==> src/rtl/ram_port_arbiter.sv <==
// Shares one RAM port between the Z80 and a supervisor: CPU normally wins,
// supervisor gets a slot once it has waited SUP_MAX_WAIT cycles.
module ram_port_arbiter #(
  parameter int SUP_MAX_WAIT = 8
) (
  input  logic        clk_i,
  input  logic        reset_i,
  input  logic [15:0] cpu_a_i,
  input  logic [7:0]  cpu_d_i,
  input  logic        cpu_nmreq_i,
  input  logic        cpu_nrd_i,
  input  logic        cpu_nwr_i,
  output logic [7:0]  cpu_d_o,
  output logic        cpu_nwait_o,
  input  logic        sup_req_i,
  input  logic        sup_we_i,
  input  logic [15:0] sup_a_i,
  input  logic [7:0]  sup_d_i,
  output logic        sup_ack_o,
  output logic [7:0]  sup_d_o,
  output logic [15:0] ram_a_o,
  output logic [7:0]  ram_d_o,
  output logic        ram_we_o,
  input  logic [7:0]  ram_q_i
);

  localparam int CW = (SUP_MAX_WAIT < 1) ? 1 : $clog2(SUP_MAX_WAIT + 1);

  typedef enum logic [2:0] {IDLE, CPU_ACC, CPU_LAT, SUP_ACC, SUP_LAT, SUP_DONE} state_t;

  state_t        state_q, state_d;
  logic          served_q, served_d;
  logic [CW-1:0] starve_q, starve_d;
  logic          acc_wr_q, acc_wr_d;
  logic          cpu_turn_q, cpu_turn_d;
  logic [15:0]   ram_a_q, ram_a_d;
  logic [7:0]    ram_d_q, ram_d_d;
  logic          ram_we_q, ram_we_d;
  logic [7:0]    cpu_d_q, cpu_d_d;
  logic [7:0]    sup_d_q, sup_d_d;
  logic          sup_ack_q, sup_ack_d;

  logic cpu_req, in_sup, starve_full, sup_win;

  assign cpu_req     = !cpu_nmreq_i && (!cpu_nrd_i || !cpu_nwr_i) && !served_q;
  assign in_sup      = state_q inside {SUP_ACC, SUP_LAT, SUP_DONE};
  assign starve_full = (starve_q == CW'(SUP_MAX_WAIT));
  // cpu_turn_q guarantees the CPU one slot after every supervisor access,
  // even when the starve limit is zero.
  assign sup_win     = sup_req_i && (!cpu_req || (starve_full && !cpu_turn_q));

  always_comb begin
    state_d    = state_q;
    served_d   = served_q;
    starve_d   = starve_q;
    acc_wr_d   = acc_wr_q;
    cpu_turn_d = cpu_turn_q;
    ram_a_d    = ram_a_q;
    ram_d_d    = ram_d_q;
    ram_we_d   = 1'b0;
    cpu_d_d    = cpu_d_q;
    sup_d_d    = sup_d_q;
    sup_ack_d  = 1'b0;

    if (sup_req_i && !in_sup && !starve_full)
      starve_d = starve_q + CW'(1);

    if ((state_q == CPU_ACC && acc_wr_q) || state_q == CPU_LAT)
      served_d = 1'b1;
    // Strobe release wins so a cycle ending mid-access still rearms the CPU.
    if (cpu_nmreq_i)
      served_d = 1'b0;

    case (state_q)
      IDLE: begin
        if (sup_win) begin
          state_d    = SUP_ACC;
          ram_a_d    = sup_a_i;
          ram_d_d    = sup_d_i;
          ram_we_d   = sup_we_i;
          acc_wr_d   = sup_we_i;
          starve_d   = '0;
          cpu_turn_d = 1'b0;
        end else if (cpu_req) begin
          state_d    = CPU_ACC;
          ram_a_d    = cpu_a_i;
          ram_d_d    = cpu_d_i;
          ram_we_d   = !cpu_nwr_i;
          acc_wr_d   = !cpu_nwr_i;
          cpu_turn_d = 1'b0;
        end
      end
      CPU_ACC: state_d = acc_wr_q ? IDLE : CPU_LAT;
      CPU_LAT: begin
        cpu_d_d = ram_q_i;
        state_d = IDLE;
      end
      SUP_ACC: state_d = SUP_LAT;
      SUP_LAT: begin
        if (!acc_wr_q) sup_d_d = ram_q_i;
        sup_ack_d = 1'b1;
        state_d   = SUP_DONE;
      end
      SUP_DONE: begin
        cpu_turn_d = 1'b1;
        state_d    = IDLE;
      end
      default: state_d = IDLE;
    endcase
  end

  always_ff @(posedge clk_i or posedge reset_i) begin
    if (reset_i) begin
      state_q    <= IDLE;
      served_q   <= 1'b0;
      starve_q   <= '0;
      acc_wr_q   <= 1'b0;
      cpu_turn_q <= 1'b0;
      ram_a_q    <= '0;
      ram_d_q    <= '0;
      ram_we_q   <= 1'b0;
      cpu_d_q    <= 8'hFF;
      sup_d_q    <= '0;
      sup_ack_q  <= 1'b0;
    end else begin
      state_q    <= state_d;
      served_q   <= served_d;
      starve_q   <= starve_d;
      acc_wr_q   <= acc_wr_d;
      cpu_turn_q <= cpu_turn_d;
      ram_a_q    <= ram_a_d;
      ram_d_q    <= ram_d_d;
      ram_we_q   <= ram_we_d;
      cpu_d_q    <= cpu_d_d;
      sup_d_q    <= sup_d_d;
      sup_ack_q  <= sup_ack_d;
    end
  end

  assign ram_a_o     = ram_a_q;
  assign ram_d_o     = ram_d_q;
  assign ram_we_o    = ram_we_q;
  assign cpu_d_o     = cpu_d_q;
  assign sup_d_o     = sup_d_q;
  assign sup_ack_o   = sup_ack_q;
  assign cpu_nwait_o = !(cpu_req && in_sup);

endmodule

==> config.mk <==
export PLATFORM = sky130hd
export DESIGN_NAME = ram_port_arbiter
export DESIGN_NICKNAME = d
export VERILOG_FILES = /design/src/rtl/ram_port_arbiter.sv
export SDC_FILE = /design/constraint.sdc
export NUM_CORES = 1
export LEC_CHECK = 0
export BUFFER_PORTS_ARGS = -buffer_cell sky130_fd_sc_hd__clkbuf_2
export CAP_MARGIN = 20
export CORE_ASPECT_RATIO = 1.1
export CORE_MARGIN = 4
export CORE_UTILIZATION = 40
export CTS_CLUSTER_SIZE = 30
export DETAILED_ROUTE_END_ITERATION = 10
export GPL_TIMING_DRIVEN = 1
export PLACE_DENSITY = 0.72
export REMOVE_ABC_BUFFERS = 1
export SLEW_MARGIN = 30
export SYNTH_ARGS = -nofsm -noshare
export SYNTH_HDL_FRONTEND = slang
export SYNTH_SLANG_ARGS = --single-unit
==> constraint.sdc <==
create_clock -name clk_i -period 1.81 [get_ports clk_i]
set_clock_uncertainty 0.2 [all_clocks]
set_input_delay 0 -clock clk_i [delete_from_list [all_inputs] [get_ports clk_i]]
set_output_delay 0 -clock clk_i [all_outputs]
set_load 0.05 [all_outputs]
# Word level (Yosys, flattened, before mapping)
# Cells that the tools add are included.
[word_totals] ff_bits=52 input_bits=63 elab_cells=70
[classes] addsub=1 n_eq_ne=7 n_mux=22 bitwise_logic=1 reduce_logical=28
[op_table] op="$mux 16" n=2
[op_table] op="$mux 8" n=2
[op_table] op="$mux 4" n=3
[op_table] op="$pmux 3 s4" n=1
[op_table] op="$mux 1" n=10
[op_table] op="$logic_not 1->1" n=9
[op_table] op="$logic_and 1x1->1" n=8
[op_table] op="$eq 3x2->1 const B" n=2
[op_table] op="$eq 3x3->1 const B" n=2
[op_table] op="$mux 3" n=2
[op_table] op="$reduce_and 2->1" n=3
[op_table] op="$reduce_bool 2->1" n=3
[op_table] op="$add 4x1->4 const B" n=1
[op_table] op="$eq 4x4->1 const B" n=1
[op_table] op="$eq 3x1->1 const B" n=1
[op_table] op="$logic_not 3->1" n=1
[op_table] op="$logic_or 1x1->1" n=3
[op_table] op="$ne 3x3->1 const B" n=1
[op_table] op="$reduce_bool 3->1" n=1
[op_table] op="$mux 2" n=1
[op_table] op="$pmux 1 s2" n=1
[op_table] op="$not 1->1" n=1

# Longest topological paths before layout
[depth] depth_word=9 ltp_mapped=8 mapped_depth_nobuf=6

# Least setup slack after synthesis
# No wires, ideal clock.
[synth_path] kind="reg-to-reg" from="register starve_q[0]" to="register ram_a_q[0], in the netlist ram_a_o[0]" setup_time_ns=0.122 t_arrival_ns=1.498 required_ns=1.488 setup_slack_ns=-0.011 path_stages_with_launch=9 period_less_slack_ns=1.821 path_cell_list="dfrtp_1 > inv_1 > ha_1 > and4bb_2 > o21a_1 > buf_4 > buf_6 > a21oi_1 > a21oi_1"
[synth_between] elab_chain_cells=6 word_cells_on_any_way=7 classes_between="eq/ne (1); mux (1); reduce/logical (5)"
[synth_rtl] item="start, declared" line="33" rtl="logic [CW-1:0] starve_q, starve_d;"
[synth_rtl] item="start signal, assigned" line="128" rtl="starve_q <= starve_d;"
[synth_rtl] item="$eq 4x4->1 (*)" line="47" rtl="assign starve_full = (starve_q == CW'(SUP_MAX_WAIT));"
[synth_rtl] item="$logic_and 1x1->1 (*)" line="50" rtl="assign sup_win = sup_req_i && (!cpu_req || (starve_full && !cpu_turn_q));"
[synth_rtl] item="$logic_or 1x1->1 (*)" line="50"
[synth_rtl] item="$logic_and 1x1->1 (*)" line="50"
[synth_rtl] item="$reduce_bool 2->1 (no line)"
[synth_rtl] item="$reduce_and 2->1 (no line)"
[synth_rtl] item="end signal, assigned" line="131" rtl="ram_a_q <= ram_a_d;"
[synth_rtl] item="end, declared" line="36" rtl="logic [15:0] ram_a_q, ram_a_d;"
# Mark *: on every way between the ends. The rest lies on a longest branch, timed or not.
# A chain may end at the register's enable or synchronous reset.

# Worst setup path after layout
# Same ends and word-level chain as after synthesis.

==> summary.md <==
STA classifies the critical path endpoint as a register. The critical path in this run is classified as register to register. The die span in y was 88.7 microns; the number of buffer and inverter stages on the critical path was 2. The run gives 0 as the number of hold-slack violations in the final timing report. The minimum clock period after layout works out to 1.83 ns. Routability-driven placement finished with a final weighted congestion of 0.774. The run gives 29 as the cell row count.

The maximum number of pins on one net before global-route repair was 34; the post-synthesis to final-layout area growth was 71.4%. The initial antenna violation count is 0. In this run, synthesis inferred 0 flip-flops with an integrated enable. The tools report the final worst slack as -0.0167 ns.

The final period utilization works out to 101%. The tightest min-delay check is of the input pin to async pin type. The total detailed-routing wirelength is 7780 microns, and the post-detailed-route count of antenna-violating nets is 0.

For the pin with the worst max-slew slack, the measured transition is 0.446 ns. For the global-route congestion overflow total, the log shows 0. The cell count after synthesis came out at 228. The total number of vias was 2411. The tools report the critical path startpoint category as a register. The tool flagged a number of max-cap violations equal to 0. Setup repair after global routing could not meet its margin everywhere. The clock latency on the worst-skew pair is 0.31 ns, and the routed length per instance is 15.9 microns. The run gives 4060 sq um as the design area. The clock passes through at most 2 buffers. The setup slack of the worst register-to-register path is -0.02 ns, and the worst supply voltage drop on vdd is 1.13 mV. The upper clock frequency limit is 547 MHz. Including well taps, the total number of placed cells is 416. STA puts the critical path data required time at 1.82 ns.

The die covers 7210 sq um. For this design, the slowest cell found on the critical path is sky130_fd_sc_hd__dfrtp_1. The critical path goes through inv_2, ha_4, and4bb_2, o21a_4, buf_12, a21oi_2, a21oi_2. For the arrival time of data at the critical path endpoint, the log shows 1.83 ns.

The length in cells of the worst reg-to-reg path was 7. The logs give 2560 for the number of global-route vias before repair and 489 for the final instance count without filler cells. The timing endpoint of the critical path was ram_a_o[0].

The most frequent cell on the critical path is sky130_fd_sc_hd__a21oi_2. Instance area after placement: 3060 sq um. The share of flip-flops with an asynchronous set or reset is 100%.

Pin placement for this block handled 106 I/O pins. The number of logic stages on the critical path including buffering was 7; the number of max-slew violations in the final report was 0. The detailed-route vias per instance was 4.93. The flow ran to the end, but the final reports show violations. The count of buffers inserted at the top-level ports was 105.

Global routing used 21.3% of the available tracks. The cell family contributing the most delay on the critical path is compound AO/OA/AOI/OAI gates. Clock-pin slew was measured on the worst setup and hold paths at 0.11 ns. The worst pin sits at a relative slew slack of 70.2%. The logs give 0 for the total DRC errors in the routed layout and 52 for the total clock sinks. Each instance of the synthesized netlist takes up on average 10.4 sq um. Yosys mapped the design onto 32 distinct sky130hd cell types. TritonCTS built the clock tree. The number of search-and-repair iterations in the first detailed-routing pass is 6. The final reports fail on setup timing. In this design, the stage delay of the slowest critical-path cell is 0.37 ns. The run gives 0 as the total number of yosys warnings.

Reg-to-reg endpoint: ram_a_o[0]. For this run, the post-layout net count is 476. The number of buffers added by the clock tree synthesis step is 5, and the H-tree depth reported by CTS is 2. For the detailed-placement wirelength estimate, the log shows 4460 microns.

In the layout the commonest cells are 104 x sky130_fd_sc_hd__clkbuf_2, 61 x sky130_fd_sc_hd__dlygate4sd3_1, 43 x sky130_fd_sc_hd__dfrtp_1. For the leakage power, the log shows 0.00190 uW. The worst register-to-register path begins at starve_q[0]. Power spread over the standard cell area amounts to 1780 nW/um^2. Leaving out fill and tap cells, the most frequent cell in the layout is sky130_fd_sc_hd__clkbuf_2.

The proportion of layout cells with a drive suffix above 1 was 50.7%; the DRC marker count from the first detailed-route iteration was 75. The number of antenna diodes in the final layout is 0. The tools report the setup-violating endpoint count in the final report as 3. Summing every instance area after synthesis gives 2370 sq um. Once the floorplan was initialized, standard cells occupied 41.0% of the core. Sequential cells were found to cover 55.4% of the synthesized design area. In the synthesized netlist the dominant register cell turns out to be sky130_fd_sc_hd__dfrtp_1. The flop and latch count out of synthesis works out to 52. In this run the horizontal extent of the chip is 81.4 microns.

The first global-routing pass estimated 11700 microns of wire. The core region is 5770 sq um. The root buffer cell chosen for the clock tree is sky130_fd_sc_hd__clkbuf_8. In the final timing run, aggregate negative setup slack is -0.0219 ns. Of all nets on the critical path, the largest fanout is 6. In this run the worst setup path begins at starve_q[0].
==> per-layer routing <==
layer  vias up  track usage [%]  wire [microns]
li1       1139                -               -
met1      1148             23.0            2900
met2       102             38.4            4070
met3        22             6.31             589
met4         0             8.60             231
met5         -                0               0
==> layout make-up <==
class	instances	area (sq um)
clock buffers	5	68.8
clock inverters	3	27.5
fillers	401	1710
inverters	6	22.5
multi-input cells	158	1140
flip-flops and latches	52	1310
well taps	77	96.3
repair buffers	188	1390
==> state kept, by name (all words and copies together) (netlist names) <==
| name | cells |
|---|---|
| acc_wr_q | 1 |
| sup_d_o | 8 |
| ram_a_o | 16 |
| starve_q | 4 |
| cpu_turn_q | 1 |
| sup_ack_o | 1 |
| ram_d_o | 8 |
| state_q | 3 |
| cpu_d_o | 8 |
| served_q | 1 |
| ram_we_o | 1 |
==> cells by family after synthesis <==
group	count (synthesis)	share of synthesized area, %
adder cells (fa/ha/maj)	2	1.06
buffers and inverters	18	5.29
multiplexers	20	9.36
XOR/XNOR	2	0.740
AO/OA/AOI/OAI	64	15.1
AND/OR/NAND/NOR	70	13.1
flip-flops	52	55.4
==> what timing repair did <==
item | CTS | global route
hold buffers | 61 | 0
endpoints found under the setup margin | 26 | 29
resized for setup | 4 | 49
setup buffers | 0 | 1
pin swaps | 0 | 49
endpoints found under the hold margin | 92 | 0
gates cloned | 0 | 3
==> worst min-delay path: stages <==
cell and delay [ns]:
sky130_fd_sc_hd__dlygate4sd3_1 0.54, sky130_fd_sc_hd__clkbuf_2 0.12, sky130_fd_sc_hd__inv_2 0.33
==> worst min-delay path by stage <==
stage,startpoint,to,slack [ns],cells after the start
6_report,reset_i,ram_a_o[15],0.03,3
5_1_grt,reset_i,ram_a_o[15],0.05,3
4_1_cts,reset_i,ram_a_o[15],0.03,3
3_5_place_dp,reset_i,ram_a_o[0],-0.18,2
3_3_place_gp,reset_i,ram_a_o[0],-0.18,2
2_1_floorplan,cpu_nmreq_i,served_q,-0.13,1
==> synthesized netlist by cell type (all sizes together) (3+ instances only) <==
cell type   n  area, sq um
nand2      29          109
nor2       31          121
mux2       17          191
inv         6         22.5
a21oi      55          279
dfstp       8          210
mux2i       3         30.0
dfrtp      44         1100
buf        10         95.1
==> report_power, final <==
| group | internal [uW] | switching, uW |
|---|---|---|
| registers | 1790 | 344 |
| logic | 1410 | 2990 |
| clock network | 285 | 422 |
| total | 3480 | 3760 |
==> stage by stage <==
step                hold WS, ns  setup WS, ns  total power, uW  util (%)
floorplan                -0.134        -0.355             4900         -
global placement         -0.180        0.0291             5940      53.0
detailed placement       -0.176       -0.0311             6020      53.0
CTS                      0.0310       0.00406             6860      65.5
global route             0.0529        -0.129             7670      70.3
finish                   0.0318       -0.0167             7240      70.3
Note: power is estimated with default switching activity, not from simulation.
